==> src/rtl/adp_dmem_arbiter.sv <==
// adp_dmem_arbiter: shares the data-SRAM port between the core load/store
// path and ADP debug memory accesses. Round-robin arbitration, registered
// SRAM request, and a debug-side timeout so the ADP always gets a response.
module adp_dmem_arbiter #(
    parameter int unsigned MAX_WAIT = 15
) (
    input  logic        adp_tck_i_buf,
    input  logic        adp_trst_i_buf,
    input  logic        adp_debug_mode,
    input  logic [31:0] core_dmem_addr,
    input  logic [3:0]  core_dmem_rmask,
    input  logic [3:0]  core_dmem_wmask,
    input  logic [31:0] core_dmem_wdata,
    output logic [31:0] core_dmem_rdata,
    output logic        core_dmem_resp,
    input  logic        dbg_req_valid,
    input  logic        dbg_req_we,
    input  logic [31:0] dbg_req_addr,
    input  logic [31:0] dbg_req_wdata,
    output logic        dbg_req_ready,
    output logic        dbg_rsp_valid,
    output logic [31:0] dbg_rsp_rdata,
    output logic        dbg_rsp_err,
    output logic [31:0] sram_addr,
    output logic [3:0]  sram_rmask,
    output logic [3:0]  sram_wmask,
    output logic [31:0] sram_wdata,
    input  logic [31:0] sram_rdata,
    input  logic        sram_resp
);

    typedef enum logic [1:0] {
        IDLE      = 2'd0,
        CORE_BUSY = 2'd1,
        DBG_BUSY  = 2'd2,
        DRAIN     = 2'd3
    } state_t;

    // Last wait_cnt value before a debug access is declared timed out.
    localparam logic [7:0] WAIT_LAST = 8'(MAX_WAIT - 1);

    state_t      state_r;
    logic        last_dbg_r;       // 1: debug was granted last, 0: core
    logic [7:0]  wait_cnt_r;
    logic        dbg_read_r;
    logic [31:0] sram_addr_r;
    logic [31:0] sram_wdata_r;
    logic [3:0]  sram_rmask_r;
    logic [3:0]  sram_wmask_r;
    logic        dbg_rsp_valid_r;
    logic        dbg_rsp_err_r;
    logic [31:0] dbg_rsp_rdata_r;

    logic        core_pend_s;
    logic        dbg_pend_s;
    logic        dbg_win_s;
    logic        core_win_s;
    logic        core_resp_s;

    // Request detection and round-robin decision, only meaningful in IDLE.
    always_comb begin
        core_pend_s = ((core_dmem_rmask | core_dmem_wmask) != 4'h0);
        dbg_pend_s  = dbg_req_valid && adp_debug_mode;
        dbg_win_s   = 1'b0;
        core_win_s  = 1'b0;
        if (state_r == IDLE) begin
            dbg_win_s  = dbg_pend_s && (!core_pend_s || !last_dbg_r);
            core_win_s = core_pend_s && !dbg_win_s;
        end else begin
            dbg_win_s  = 1'b0;
            core_win_s = 1'b0;
        end
        core_resp_s = (state_r == CORE_BUSY) && sram_resp;
    end

    assign dbg_req_ready   = dbg_win_s;
    assign core_dmem_resp  = core_resp_s;
    assign core_dmem_rdata = core_resp_s ? sram_rdata : 32'h0000_0000;
    assign dbg_rsp_valid   = dbg_rsp_valid_r;
    assign dbg_rsp_err     = dbg_rsp_err_r;
    assign dbg_rsp_rdata   = dbg_rsp_rdata_r;
    assign sram_addr       = sram_addr_r;
    assign sram_rmask      = sram_rmask_r;
    assign sram_wmask      = sram_wmask_r;
    assign sram_wdata      = sram_wdata_r;

    // Arbitration FSM: grants, SRAM request registers, timeout and debug response.
    always_ff @(posedge adp_tck_i_buf) begin
        if (adp_trst_i_buf) begin
            state_r         <= IDLE;
            last_dbg_r      <= 1'b1;
            wait_cnt_r      <= 8'd0;
            dbg_read_r      <= 1'b0;
            sram_addr_r     <= 32'h0000_0000;
            sram_wdata_r    <= 32'h0000_0000;
            sram_rmask_r    <= 4'h0;
            sram_wmask_r    <= 4'h0;
            dbg_rsp_valid_r <= 1'b0;
            dbg_rsp_err_r   <= 1'b0;
            dbg_rsp_rdata_r <= 32'h0000_0000;
        end else begin
            // Debug response is a single-cycle pulse.
            dbg_rsp_valid_r <= 1'b0;
            dbg_rsp_err_r   <= 1'b0;
            dbg_rsp_rdata_r <= 32'h0000_0000;
            case (state_r)
                IDLE: begin
                    if (dbg_win_s) begin
                        state_r      <= DBG_BUSY;
                        last_dbg_r   <= 1'b1;
                        wait_cnt_r   <= 8'd0;
                        dbg_read_r   <= !dbg_req_we;
                        sram_addr_r  <= dbg_req_addr;
                        sram_wdata_r <= dbg_req_wdata;
                        sram_rmask_r <= dbg_req_we ? 4'h0 : 4'hF;
                        sram_wmask_r <= dbg_req_we ? 4'hF : 4'h0;
                    end else if (core_win_s) begin
                        state_r      <= CORE_BUSY;
                        last_dbg_r   <= 1'b0;
                        sram_addr_r  <= core_dmem_addr;
                        sram_wdata_r <= core_dmem_wdata;
                        sram_rmask_r <= core_dmem_rmask;
                        sram_wmask_r <= core_dmem_wmask;
                    end else begin
                        state_r <= IDLE;
                    end
                end
                CORE_BUSY: begin
                    if (sram_resp) begin
                        state_r      <= IDLE;
                        sram_rmask_r <= 4'h0;
                        sram_wmask_r <= 4'h0;
                    end else begin
                        state_r <= CORE_BUSY;
                    end
                end
                DBG_BUSY: begin
                    if (sram_resp) begin
                        state_r         <= IDLE;
                        sram_rmask_r    <= 4'h0;
                        sram_wmask_r    <= 4'h0;
                        dbg_rsp_valid_r <= 1'b1;
                        dbg_rsp_rdata_r <= dbg_read_r ? sram_rdata : 32'h0000_0000;
                    end else if (wait_cnt_r == WAIT_LAST) begin
                        // Give up on the ADP side; keep the SRAM request until it completes.
                        state_r         <= DRAIN;
                        dbg_rsp_valid_r <= 1'b1;
                        dbg_rsp_err_r   <= 1'b1;
                    end else begin
                        wait_cnt_r <= wait_cnt_r + 8'd1;
                    end
                end
                DRAIN: begin
                    if (sram_resp) begin
                        state_r      <= IDLE;
                        sram_rmask_r <= 4'h0;
                        sram_wmask_r <= 4'h0;
                    end else begin
                        state_r <= DRAIN;
                    end
                end
                default: begin
                    state_r      <= IDLE;
                    sram_rmask_r <= 4'h0;
                    sram_wmask_r <= 4'h0;
                end
            endcase
        end
    end

endmodule

==> config.mk <==
export PLATFORM = sky130hd
export DESIGN_NAME = adp_dmem_arbiter
export DESIGN_NICKNAME = d
export VERILOG_FILES = /design/src/rtl/adp_dmem_arbiter.sv
export SDC_FILE = /design/constraint.sdc
export NUM_CORES = 1
export LEC_CHECK = 0
export CORE_AREA = 5 5 146 134
export CTS_BUF_LIST = sky130_fd_sc_hd__clkbuf_16
export DETAILED_ROUTE_END_ITERATION = 8
export DIE_AREA = 0 0 151 139
export MAX_ROUTING_LAYER = met4
export PLACE_DENSITY = 0.64
export SYNTH_ARGS = -nofsm -noshare
export SYNTH_HDL_FRONTEND = slang
export SYNTH_SLANG_ARGS = --single-unit
==> constraint.sdc <==
create_clock -name adp_tck_i_buf -period 3.19 [get_ports adp_tck_i_buf]
set_clock_uncertainty 0.05 [all_clocks]
set_input_delay 0.638 -clock adp_tck_i_buf [delete_from_list [all_inputs] [get_ports adp_tck_i_buf]]
set_output_delay 0.638 -clock adp_tck_i_buf [all_outputs]
set_load 0.01 [all_outputs]
======== Word-level counts from Yosys, hierarchy flattened ========
Index checks and enable logic that the tools add are counted.
word-level totals
  memories ................................ 0
  word-level logic and storage cells ...... 78
  latch bits .............................. 0
  bits in writable memories ............... 0
  bits in registers ....................... 118
  bits in read-only memories .............. 0
  bits of input ports ..................... 174
operators by class
  multiply operators ...................... 0
  bitwise logic cells ..................... 4
  eq/ne operators ......................... 10
  add/subtract/negate cells ............... 1
  $lt $le $gt $ge ......................... 0
  div/mod/pow operators ................... 0
  shift-type cells ........................ 0
  mux-type cells .......................... 31
  reductions and logical operators ........ 21
operators by type and width
  cell                                                                   count
  32-bit two-way mux                                                     5
  4-bit two-way mux                                                      7
  8-bit two-way mux                                                      3
  4-bit one-hot mux with 2 select lines                                  2
  8-bit one-hot mux with 2 select lines                                  1
  8-bit by 1-bit adder with 8-bit output, second input constant          1
  8-bit by 4-bit equality test with 1-bit output, second input constant  1
  1-bit two-way mux                                                      8
  2-bit two-way mux                                                      4
  2-bit one-hot mux with 4 select lines                                  1
  2-bit inequality test, second input constant                           3
  3-bit inequality test, second input constant                           2
  2-bit AND reduction                                                    3
  3-bit OR reduction                                                     2
  2-bit equality test, second input constant                             2
  1-bit logical AND                                                      4
  1-bit zero test                                                        4
  4-bit bitwise OR                                                       1
  4-bit AND reduction                                                    1
  2-bit nonzero test                                                     2
  4-bit nonzero test                                                     1
  4-bit OR reduction                                                     1
  1-bit inverter                                                         3
  2-bit by 1-bit equality test with 1-bit output, second input constant  1
  4 further kinds                                                        4

======== Longest topological paths before layout ========
Gate-level depths: netlist of the first run.
  depth after elaboration ................. 11
  depth in mapped cells ................... 7

======== Least setup slack after synthesis of the first run ========
Ideal clock, no wire load.
  path kind ............................... input port to output port
  start point ............................. in sram_resp
  end point ............................... out core_dmem_rdata[22]
  slack ................................... 0.857 ns
  cell stages on the path ................. 5
  data required time ...................... 2.502 ns
  data arrival time ....................... 1.645 ns
  cell sequence ........................... clkbuf_1 > nand2_1 > nor2_1 > clkbuf_1 > and2_1
on the way
  word-level cells in the longest chain between the ends .. 2
ends and longest elaborated chain
  what                RTL line  RTL
  from (decl)         29        input logic sram_resp
  1-bit logical AND   73        core_resp_s = (state_r == CORE_BUSY) && sram_resp;
  net core_dmem_resp  15        output logic core_dmem_resp,
  32-bit two-way mux  78        assign core_dmem_rdata = core_resp_s ? sram_rdata : 32'h0000_0000;
  to (decl)           14        output logic [31:0] core_dmem_rdata,
The timed path passes the listed nets, and every way through them passes these cells.

======== Final worst setup path of the first run ========
  start point ............................. in core_dmem_wmask[0]
  end point ............................... out dbg_req_ready
on the way
  word-level cells in the longest chain between the ends .. 6
ends and longest elaborated chain
  what                RTL line  RTL
  from (decl)         12        input logic [3:0] core_dmem_wmask,
  4-bit bitwise OR    62        core_pend_s = ((core_dmem_rmask | core_dmem_wmask) != 4'h0);
  4-bit nonzero test  62
  1-bit zero test     67        dbg_win_s = dbg_pend_s && (!core_pend_s || !last_dbg_r);
  1-bit logical OR    67
  1-bit logical AND   67
  1-bit two-way mux   66        if (state_r == IDLE) begin
  to (decl)           20        output logic dbg_req_ready,
No other way between the ends.

==> results by group, run 1 <==
Worst setup path
  – Required @ worst endpoint: about 2.5 ns
  – Startpoint types: input pin
  – Arr. time, crit path: about 2.4 ns
  – R2R depth: 6
  – CP Capture Type: primary output
  – Max Fanout on Critical Path: 3
  – Crit path kind: in -> out

Power
  – Clock power share: between 40% and 50%
  – VDD IR max: 0.358 mV
  – Sequential power share: around 35%
  – P per Cell Area: 511 nW/um^2
  – Leak: about 0.0036 uW
  – Sw power: about 1200 uW
  – Int Pwr: between 3000 and 4000 uW
  – Switch share: approximately 25%
  – Combinational Power Share: a little over a fifth

Floorplan
  – Initial Util: just under 30%
  – Die height: between 100 and 150 um
  – Core box area: ~18000 sq um
  – Row cnt: 47
  – Die area: around 21000 sq um
  – Die X: about 150 um
  – I/O pins: 314

Cells and area
  – NumNets Final: 1000
  – Finished Layout Cells: 1082
  – Reg area: between 2000 and 2500 sq um
  – Multi-input logic area: 2610 sq um
  – Final Util: between 50% and 60%
  – Share of cells above drive strength 1: 7.53%
  – FILL cells: around 1600
  – Ant diodes: 0
  – Synthesis-to-finish area growth: 77.1%

Routing
  – Iteration-0 DRC Markers: between 300 and 400
  – DRC Markers: 0
  – Vias per inst: around 5
  – Final WL: 20200 um
  – Final ANT Viol Nets: 0
  – Pre-antenna DRT Iters: 5
  – Vias: between 5000 and 6000
  – Routed WL per cell: about 19 um

Timing
  – Tmin final: slightly above 3 ns
  – Fin crit share: 97.5%
  – Setup TNS: 0 ns
  – Final Hold Viols: 0
  – Setup Viol. Count Final: 0
  – Slew Limit Fails: 0
  – Max Fclk: ~320 MHz
  – Worst-Margin Slew: between 0.8 and 0.9 ns
  – Hold_ws: 0.412 ns
  – Slew HR: between 30% and 40%
  – RSZ-0062 raised after global routing: false

Global route
  – Largest net degree at the start of global routing: 65
  – Gr usage total: about a fifth
  – First-pass GRT wire length: around 30000 um
  – Global routing met1 resource utilization: 20.7%
  – GR peak layer: met2
  – Number of global-route vias before repair: roughly 5500
  – GR Layer Usage met2: between 30% and 40%
  – Total gr overflow: 0
  – Met3 Usage GRT: 7.32%
  – Initial antenna violation count: 0

Run status
  – Result of the run: complete, no violations

Yosys
  – Sequential share of the synthesized area: a little under half
  – Cell variety after synth: between 40 and 50
  – Syn Inst Count: about 530
  – Yosys reg bits: ~120
  – Number of enable flip-flop cells after synthesis: 0
  – Avg Inst Size Synth: roughly 9.9 sq um
  – Most used DFF post-synth: dfxtp_1
  – Asr flop ratio synth: 0%
  – Synthesis Warnings: 0
  – Syn Nets: 703
  – Synthesized area: 5230 sq um

Clock tree
  – Setup repair bufs after CTS: 0
  – Hold buffers post-CTS: 0
  – Worst-Skew Late Latency: between 0.4 and 0.5 ns
  – Number of H-tree levels: 4
  – CTS Buffer Depth: 2
  – TritonCTS clock tree: done
  – Clock Sinks: around 120
  – Post-cts sizing count: 0
  – Clock root buffer: clkbuf_16
  – CTS Buf Count: 17
  – Clock transition at path regs: 0.06 ns

Worst hold path
  – Worst Hold Class: reg -> reg
  – WHS Path Cells: 1

Place
  – RD Place Congestion: between 0.8 and 0.9
  – Port Buf Inserts: 313
  – DPL Wire Length: roughly 15000 um
  – Placed insts: about 1100

Job
  – # Max-Cap Violations: 0
## state kept, by name (all words and copies together), names as in the netlist
signal         flops
sram_wmask         4
last_dbg_r         1
wait_cnt_r         8
sram_wdata        32
dbg_read_r         1
sram_addr         32
dbg_rsp_valid      1
dbg_rsp_err        1
dbg_rsp_rdata     32
sram_rmask         4
state_r            2
## logic make-up (layout without fill, tap and decap cells)
kind of cell,after synthesis,count (layout),synth area share [%]
adders and majority gates,2,2,0.478
xor gates and xnor gates,5,5,0.837
AOI/OAI and AO/OA,164,164,27.0
buffers and inverters,59,369,5.59
and+or+nand+nor,179,179,21.0
DFF,118,118,45.1
## power by group through the flow
stage / registers [uW] / clock network, uW / logic (uW)
3_5_place_dp: 1670 / 0 / 993
4_1_cts: 1640 / 2160 / 997
2_1_floorplan: 1710 / 0 / 369
6_report: 1640 / 2100 / 990
5_1_grt: 1650 / 2240 / 1050
3_3_place_gp: 1660 / 0 / 978
## final timing paths
kind | start | end | slack [ns]
max | core_dmem_wmask[0] | dbg_req_ready | 0.08
min | sram_addr[4]$_SDFFE_PP0P_ | sram_addr[4]$_SDFFE_PP0P_ | 0.41
max reg2reg | wait_cnt_r[0]$_SDFFE_PP0P_ | wait_cnt_r[0]$_SDFFE_PP0P_ | 0.91
min reg2reg | sram_addr[4]$_SDFFE_PP0P_ | sram_addr[4]$_SDFFE_PP0P_ | 0.41
## cell type report
class                           instances  area share [%]
Clock buffer                           17            4.59
Tap cell                              245            3.31
Inverter                                5           0.202
Clock inverter                         15            2.42
Sequential cell                       118            25.5
Multi-Input combinational cell        350            28.1
Timing Repair Buffer                  332            35.9
## worst max-delay path: stages
cell	delay (ns)
clkdlybuf4s50_1	0.50
nor4_4	0.40
a21boi_4	0.11
nor2_1	0.19
clkdlybuf4s50_1	0.59
## layout by cell type, fill, tap and decap left out, types with 3 or more instances in the layout
cell type,instances
clkdlybuf4s50_1,313
dfxtp_1,118
or3_1,66
a21o_1,65
and2_1,64
a32o_1,64
nor2_1,17
clkbuf_16,17
buf_4,15
nand2_1,8
a211oi_1,7
o211ai_1,6
inv_1,5
bufinv_16,5
a21oi_1,4
buf_12,4
nor2b_1,3
xnor2_1,3
clkinv_4,3
inv_6,3
## per-layer routing
layer	wire length, um	up-vias	part of all wire, %
met5	0	-	0
met4	397	0	2.0
met1	7700	2570	38
li1	-	2563	-
met3	2170	29	11
met2	9940	265	49
## cells in the mapped netlist (2+ instances only)
cell        n  share of area [%]
a211oi_1    7                1.0
a211oi_2    2               0.48
a21o_1     65                9.3
a21oi_1     4               0.38
a32o_1     64                 12
and2_1     64                7.6
and4b_1     2               0.38
buf_2      15                1.4
buf_6       7                1.5
clkbuf_1   32                2.3
dfxtp_1   118                 45
ha_1        2               0.48
inv_1       5               0.36
nand2_1     9               0.65
nand2b_1    2               0.24
nand3_1     2               0.19
nand4_1     2               0.24
nor2_1     17                1.2
nor2b_1     3               0.36
nor3_1      3               0.29
nor4_4      2               0.81
nor4b_1     2               0.33
o211ai_1    6               0.86
o31a_1      2               0.33
or3_1      66                7.9
xnor2_1     3               0.50
xor2_1      2               0.33
## stage by stage
step,power [uW],cell area (sq um),worst slack (ns)
after global placement,2640,8620,0.0681
after detailed placement,2660,8620,0.0494
after global routing,4940,9270,0.0161
final,4730,9270,0.0783
after CTS,4800,9270,0.0477
after floorplan,2080,5230,0.857
Power figures use the tool's default switching activity.
==> inputs of run 2 (changes only) <==
==> constraint.sdc (replaced) <==
create_clock -name adp_tck_i_buf -period 3.4 [get_ports adp_tck_i_buf]
set_clock_uncertainty 0.05 [all_clocks]
set_input_delay 0.68 -clock adp_tck_i_buf [delete_from_list [all_inputs] [get_ports adp_tck_i_buf]]
set_output_delay 0.68 -clock adp_tck_i_buf [all_outputs]
set_load 0.01 [all_outputs]
==> results by group, run 2 (same netlist as run 1, synthesis figures left out) <==
Timing
  – RSZ-0062 raised after global routing: false
  – Final setup margin: 0.202 ns
  – Max Fclk: around 310 MHz
  – Slew Limit Fails: 0
  – Setup Viol. Count Final: 0
  – Fin crit share: 94.1%
  – Tmin final: 3.20 ns
  – Worst-Margin Slew: between 0.7 and 0.8 ns
  – Slew HR: about 50%
  – Final Hold Viols: 0
  – Setup TNS: 0 ns

Floorplan
  – Die X: 151 um
  – Die area: 21000 sq um
  – Die height: between 100 and 150 um
  – Initial Util: between 20 and 30%
  – Core box area: 18000 sq um
  – I/O pins: roughly 310
  – Row cnt: between 40 and 50

Worst hold path
  – Worst Hold End: sram_addr[4]$_SDFFE_PP0P_
  – Hold_sp: sram_addr[4]$_SDFFE_PP0P_
  – WHS Path Cells: 1
  – Worst Hold Class: reg -> reg

Place
  – Port Buf Inserts: 313
  – Pre-CTS setup slack: 0.202 ns
  – Post-DP Area: around 8600 sq um
  – DPL Wire Length: around 15000 um
  – RD Place Congestion: ~0.87

Worst setup path
  – Reg-to-reg endpoint: wait_cnt_r[0]$_SDFFE_PP0P_
  – Crit path kind: in -> out
  – Worst path most repeated cell: clkdlybuf4s50_1
  – Critical Path Max Stage Delay: approximately 0.6 ns
  – Launch point of the worst reg-to-reg path: wait_cnt_r[0]$_SDFFE_PP0P_
  – Startpoint types: input pin
  – CP Cell Sequence: clkdlybuf4s50_1 > nor4_4 > a21boi_4 > nor2_1 > clkdlybuf4s50_1
  – Required @ worst endpoint: 2.67 ns
  – WP buf/inv: 2
  – Arr. time, crit path: 2.47 ns
  – CP Capture Type: primary output
  – Max Fanout on Critical Path: 2
  – Reg2reg setup slack: roughly 1.4 ns
  – CP max stage cell: clkdlybuf4s50_1
  – Delay-heaviest family, CP: buffers and inverters
  – R2R depth: 6
  – Crit. path cell count: 5

Routing
  – Iteration-0 DRC Markers: 239
  – Routed WL per cell: 18.7 um
  – Vias: ~5300
  – DRC Markers: 0
  – Pre-antenna DRT Iters: 4
  – Final ANT Viol Nets: 0
  – Final WL: around 20000 um
  – Vias per inst: approximately 4.9

Power
  – VDD IR max: around 0.32 mV
  – Leak: approximately 0.0035 uW
  – Tot Pwr: between 4000 and 5000 uW
  – P per Cell Area: 455 nW/um^2

Clock tree
  – TritonCTS clock tree: done
  – Clock Sinks: ~120
  – Hold buffers post-CTS: 0
  – Post-cts sizing count: 0
  – Number of H-tree levels: 4
  – Worst-Skew Late Latency: 0.41 ns
  – CTS Buffer Depth: 2
  – Clock transition at path regs: 0.06 ns
  – Clock root buffer: clkbuf_16
  – CTS Buf Count: 17
  – Setup repair bufs after CTS: 0

Global route
  – First-pass GRT wire length: approximately 30000 um
  – Gr usage total: a little under a fifth
  – Initial antenna violation count: 0
  – Number of global-route vias before repair: about 5500
  – Total gr overflow: 0
  – Largest net degree at the start of global routing: 74

Cells and area
  – Ant diodes: 0
  – Final instance area: around 9200 sq um
  – NumNets Final: between 900 and 1000
  – Commonest cells after routing, fill and taps aside: 313 x clkdlybuf4s50_1, 118 x dfxtp_1, 66 x or3_1, 65 x a21o_1
  – Leading cell type in the layout, fill and taps excluded: clkdlybuf4s50_1
  – Share of cells above drive strength 1: around 7.1%
  – Synthesis-to-finish area growth: 75.1%

Job
  – # Max-Cap Violations: 0

Run status
  – Result of the run: complete, no violations
[run 2: final cells by class]
cell class,count,area (sq um)
Clock buffer,17,425
Clock inverter,15,139
Fill cell,1653,8830
Inverter,5,18.8
Multi-Input combinational cell,350,2610
Sequential cell,118,2360
Tap cell,245,307
Timing Repair Buffer,329,3300
[run 2: worst max-delay path by stage]
stage | start | to
3_3_place_gp | core_dmem_wmask[3] | dbg_req_ready
2_1_floorplan | sram_resp | core_dmem_rdata[22]
5_1_grt | core_dmem_wmask[3] | dbg_req_ready
3_5_place_dp | core_dmem_wmask[3] | dbg_req_ready
4_1_cts | core_dmem_wmask[3] | dbg_req_ready
6_report | core_dmem_rmask[3] | dbg_req_ready
[run 2: worst register-to-register path: stages (launching register included)]
cell and delay, ns:
dfxtp_1 0.35, inv_1 0.09, ha_1 0.14, nor4b_1 0.61, a311o_1 0.35, inv_1 0.08
o31ai_1 0.21
[run 2: metrics by stage]
stage	utilization, %	hold slack (ns)	instances
floorplan	-	0.416	527
global placement	47.8	0.398	1047
detailed placement	47.8	0.403	1047
CTS	50.9	0.416	1079
global route	50.9	0.427	1079
finish	50.9	0.414	1079
[run 2: layer usage]
layer	global-route usage (%)	share of wire, %
met1	21.0	39
met2	32.1	50
met3	6.63	9.7
met4	6.30	1.7
met5	-	0
[run 2: report_power, final]
part / internal [uW] / switching [uW] / total [uW]
clock network: 1070 / 642 / 1710
registers: 1480 / 55.2 / 1540
logic: 525 / 399 / 924
total: 3070 / 1100 / 4170
